**config.mk**
```make
export PLATFORM = sky130hd
export DESIGN_NAME = serial_adder
export DESIGN_NICKNAME = d
export VERILOG_FILES = /design/src/rtl/serial_adder.sv
export SDC_FILE = /design/constraint.sdc
export NUM_CORES = 1
export LEC_CHECK = 0
export ABC_AREA = 1
export ABC_CLOCK_PERIOD_IN_PS = 1900
export CAP_MARGIN = 20
export CORE_MARGIN = 3
export CORE_UTILIZATION = 40
export CTS_CLUSTER_SIZE = 40
export DETAILED_ROUTE_END_ITERATION = 7
export PLACE_DENSITY = 0.66
export SLEW_MARGIN = 20
export SYNTH_ARGS = -nofsm -noshare
export SYNTH_HDL_FRONTEND = slang
export SYNTH_SLANG_ARGS = --single-unit
```
**constraint.sdc**
```tcl
create_clock -name clk -period 1.9 [get_ports clk]
set_clock_uncertainty 0.15 [all_clocks]
set_input_delay 0.19 -clock clk [delete_from_list [all_inputs] [get_ports clk]]
set_output_delay 0.19 -clock clk [all_outputs]
set_load 0.05 [all_outputs]
```
**src/rtl/serial_adder.sv**
```systemverilog
// Digit-serial add/subtract: WIDTH/DIGIT digits per operation, LSB digit first, done N edges after accept.
// ready is low while running; start is ignored (not queued) until the done cycle, when a new start is accepted.
module serial_adder #(
  parameter int WIDTH = 8,
  parameter int DIGIT = 1
) (
  input  logic             clk,
  input  logic             rst_n,
  input  logic             start,
  input  logic             sub,
  input  logic [WIDTH-1:0] a,
  input  logic [WIDTH-1:0] b,
  input  logic             cin,
  output logic             ready,
  output logic             done,
  output logic [WIDTH-1:0] sum,
  output logic             cout,
  output logic             ovf
);

  localparam int N  = WIDTH / DIGIT;
  localparam int CW = $clog2(N) + 1;

  typedef enum logic {IDLE, RUN} state_t;

  state_t           state_q;
  logic [WIDTH-1:0] a_q;
  logic [WIDTH-1:0] b_q;
  logic [WIDTH-1:0] res_q;
  logic [WIDTH-1:0] res_d;
  logic             carry_q;
  logic [CW-1:0]    cnt_q;
  logic             a_msb_q;
  logic             b_msb_q;
  logic             ready_q;
  logic             done_q;
  logic [WIDTH-1:0] sum_q;
  logic             cout_q;
  logic             ovf_q;
  logic [DIGIT:0]   dsum;

  // Operands shift right each digit so the active digit is always at the bottom;
  // result digits enter at the top and land in place after N shifts.
  assign dsum  = {1'b0, a_q[DIGIT-1:0]} + {1'b0, b_q[DIGIT-1:0]} + {{DIGIT{1'b0}}, carry_q};
  assign res_d = (res_q >> DIGIT) | (WIDTH'(dsum[DIGIT-1:0]) << (WIDTH - DIGIT));

  always_ff @(posedge clk or negedge rst_n) begin
    if (!rst_n) begin
      state_q <= IDLE;
      a_q     <= '0;
      b_q     <= '0;
      res_q   <= '0;
      carry_q <= 1'b0;
      cnt_q   <= '0;
      a_msb_q <= 1'b0;
      b_msb_q <= 1'b0;
      ready_q <= 1'b1;
      done_q  <= 1'b0;
      sum_q   <= '0;
      cout_q  <= 1'b0;
      ovf_q   <= 1'b0;
    end else begin
      case (state_q)
        IDLE: begin
          done_q <= 1'b0;
          if (start) begin
            a_q     <= a;
            b_q     <= sub ? ~b : b;
            carry_q <= sub | cin;
            a_msb_q <= a[WIDTH-1];
            b_msb_q <= sub ? ~b[WIDTH-1] : b[WIDTH-1];
            cnt_q   <= '0;
            ready_q <= 1'b0;
            state_q <= RUN;
          end
        end
        RUN: begin
          a_q     <= a_q >> DIGIT;
          b_q     <= b_q >> DIGIT;
          res_q   <= res_d;
          carry_q <= dsum[DIGIT];
          cnt_q   <= cnt_q + 1'b1;
          if (cnt_q == CW'(N - 1)) begin
            sum_q   <= res_d;
            cout_q  <= dsum[DIGIT];
            ovf_q   <= (a_msb_q == b_msb_q) && (res_d[WIDTH-1] != a_msb_q);
            done_q  <= 1'b1;
            ready_q <= 1'b1;
            state_q <= IDLE;
          end else begin
            done_q <= 1'b0;
          end
        end
        default: begin
          state_q <= IDLE;
          ready_q <= 1'b1;
          done_q  <= 1'b0;
        end
      endcase
    end
  end

  assign ready = ready_q;
  assign done  = done_q;
  assign sum   = sum_q;
  assign cout  = cout_q;
  assign ovf   = ovf_q;

endmodule

```
==> impl_metrics.env, run 1 <==
export IMPL_start_util=0.4294
export IMPL_synthCells=233
export IMPL_yosysTopAreaCell="dfrtp_1"
export IMPL_cpLargestDelayFamily="buffers and inverters"
export IMPL_crit_path_max_incr_delay_ps=810
export IMPL_hold_path_class="input pin to async pin"
export IMPL_cp_depth=1
export IMPL_ir_worst_vdd_mv=0.5991
export IMPL_yosysUniqueCellTypes=19
export IMPL_numPlacedInstances=324
export IMPL_synth_top_area_share=0.5398
export IMPL_synth_seq_cells=43
export IMPL_hpwlAfterDp_um=2506
export IMPL_path_cells="clkdlybuf4s50_1"
export IMPL_die_height_um=75.77
export IMPL_cts_buffers=5
export IMPL_drv_slew=0
export IMPL_rr_worst_depth=6
export IMPL_die_w_um=75.77
export IMPL_track_usage=0.1395
export IMPL_dieArea_mm2=0.005740
export IMPL_routedWlPerCell_um=10.81
export IMPL_ioPinCount=33
export IMPL_slowest_stage="clkdlybuf4s50_1"
export IMPL_grt_overflow=0
export IMPL_drtIter0Drc=82
export IMPL_crit_required_ps=1560
export IMPL_synth_edff_count=0
export IMPL_critPathArrivalTime_ps=1480
export IMPL_ys_async_sr_fraction=1.000
export IMPL_synth_area_mm2=0.001947
export IMPL_rr_endpoint="ovf"
export IMPL_power_density_mw_per_mm2=1549
export IMPL_syn_area_per_cell_um2=8.356
export IMPL_worst_setup_path_end_kind="primary output"
export IMPL_grt_pass1_vias=1373
export IMPL_gp_congestion=0.7658
export IMPL_detail_route_vias_per_cell=4.559
export IMPL_fmax_mhz=549.4
export IMPL_grt_pass1_wl_um=6085
export IMPL_yosys_warnings=0
export IMPL_dr_pass1_iters=4
export IMPL_clock_path_buffers=2
export IMPL_fin_util=0.5306
export IMPL_fp_coreArea_mm2=0.004534
export IMPL_finalSetupViolations=0
export IMPL_clk_latency_ps=300
export IMPL_rsz0062_at_grt="no"
export IMPL_synthFlopType="dfrtp_1"
export IMPL_hold_viol=0
export IMPL_critPathBufInv=1
export IMPL_fin_crit_ps=1820
export IMPL_port_buffers=32
export IMPL_crit_type="flip-flop to primary output"
export IMPL_r2r_slack_ps=390
export IMPL_grt_max_degree=44
export IMPL_postRouteAntennaNets=0
export IMPL_crit_fanout=2
export IMPL_reg2reg_from="a_q[0]"
export IMPL_antenna_found_initial=0
export IMPL_drcViolationCount=0
export IMPL_clk_pin_slew_ps=90
export IMPL_synth_nets=256
export IMPL_num_antenna_cells=0
export IMPL_max_slew_worst_pin_slew_ps=503.7
export IMPL_fin_crit_sh=0.9579
export IMPL_relSlewSlack=0.6631
export IMPL_netlist_top_cells_area="dfrtp_1 (54%), nand2_1 (23%), nand3_1 (6.4%)"
export IMPL_cap_violations=0
export IMPL_postCtsResizedCells=0
export IMPL_leakage_nw=1.221
export IMPL_cts_root_buffer="clkbuf_8"
export IMPL_cts_tree="yes"
export IMPL_cts_sinks=43
export IMPL_tns_ps=0
export IMPL_drive_above_1_share=0.08582
export IMPL_total_power_w=0.003726
export IMPL_status="finished clean"
export IMPL_syn_to_final_growth_pct=23.59
export IMPL_final_cells=333
export IMPL_via_count=1518
export IMPL_fillers=434
export IMPL_cp_start_kind="flip-flop"
export IMPL_rows=24
export IMPL_final_nets=290
export IMPL_h_tree_depth=2
export IMPL_postRouteWirelength_um=3601
export IMPL_seq_area_frac_synth=0.5533
==> flip-flops by register name, summed over array words and instances (netlist names), 4 cells and up <==
signal  flops
cnt_q       4
sum         8
res_q       7
b_q         8
a_q         8
==> synth_stat cells, types with 2 or more instances <==
cell,number
nand2_1,120
nor2_1,2
nand3_1,25
inv_2,2
buf_6,4
o21ai_0,9
inv_1,13
buf_2,4
nor2_4,2
buf_4,2
dfrtp_1,42
==> cell usage in the layout (no fill, tap or decap), types with 2 or more instances in the layout <==
| cell type | count |
|---|---|
| buf_4 | 4 |
| clkbuf_8 | 5 |
| clkdlybuf4s50_1 | 30 |
| clkinvlp_4 | 2 |
| dfrtp_1 | 42 |
| inv_1 | 13 |
| inv_2 | 2 |
| nand2_1 | 120 |
| nand3_1 | 25 |
| nor2_1 | 2 |
| nor2_4 | 2 |
| o21ai_0 | 9 |
==> per-layer routing <==
metal	global-route usage	routed length, um	share of wire	vias to the layer above
met5	0	0	0	-
met4	0.04078	20	0.0056	0
met3	0.04354	179	0.050	2
met2	0.2205	1708	0.47	39
met1	0.1845	1693	0.47	690
li1	-	-	-	787
==> per-stage QoR <==
stage | area, um2 | hold slack [ps] | setup slack (ps)
floorplan | 1947 | -255.6 | 444.7
global placement | 2303 | 30.64 | 316.9
detailed placement | 2303 | 30.46 | 287.4
CTS | 2406 | 241.0 | 61.21
global route | 2406 | 265.1 | 30.20
finish | 2406 | 241.0 | 79.91
==> logic make-up after synthesis <==
logic type,Yosys count,synth area share
adder cells (fa/ha/maj),2,0.01671
flip-flops,43,0.5533
AND/OR/NAND/NOR,154,0.3368
buffers and inverters,25,0.07005
AO/OA/AOI/OAI,9,0.02313
==> power by group <==
group | switching [W] | internal [W]
registers | 0.000240 | 0.00130
clock network | 0.000322 | 0.000263
logic | 0.00103 | 0.000574
total | 0.00159 | 0.00214
==> worst max-delay path by stage <==
stage / start / end
after floorplan: a_q[0] / ovf
after global placement: sub / b_q[4]
after detailed placement: sub / b_q[7]
after CTS: sum[4] / sum[4]
after global routing: cout / cout
final: cout / cout
==> timing repair <==
item,CTS,global route
setup endpoints to repair,0,0
buffers inserted,0,0
hold endpoints to repair,43,0
hold buffers,1,0
==> final cells by class <==
cell class                 instances  area (um2)  area share
clock buffer                       5       68.82     0.02860
tap                               65       81.33     0.03380
sequential                        43        1077      0.4477
inverter                          15       56.30     0.02340
clock inverter                     3       23.77    0.009880
multi-input combinational        165       733.2      0.3047
timing repair buffer              37       365.4      0.1518
==> worst min-delay path, stage by stage <==
cell           delay (ps)
dlygate4sd3_1         520
buf_2                 120
buf_12                240
Power figures use the tool's default switching activity.
==> run 2, diff against run 1 <==
--- a/config.mk
+++ b/config.mk
@@ -6,7 +6,6 @@
 export NUM_CORES = 1
 export LEC_CHECK = 0
 export ABC_AREA = 1
-export ABC_CLOCK_PERIOD_IN_PS = 1900
 export CAP_MARGIN = 20
 export CORE_MARGIN = 3
 export CORE_UTILIZATION = 40
==> results of run 2 <==
Final layout, timing and power as in run 1 (identical DEF).
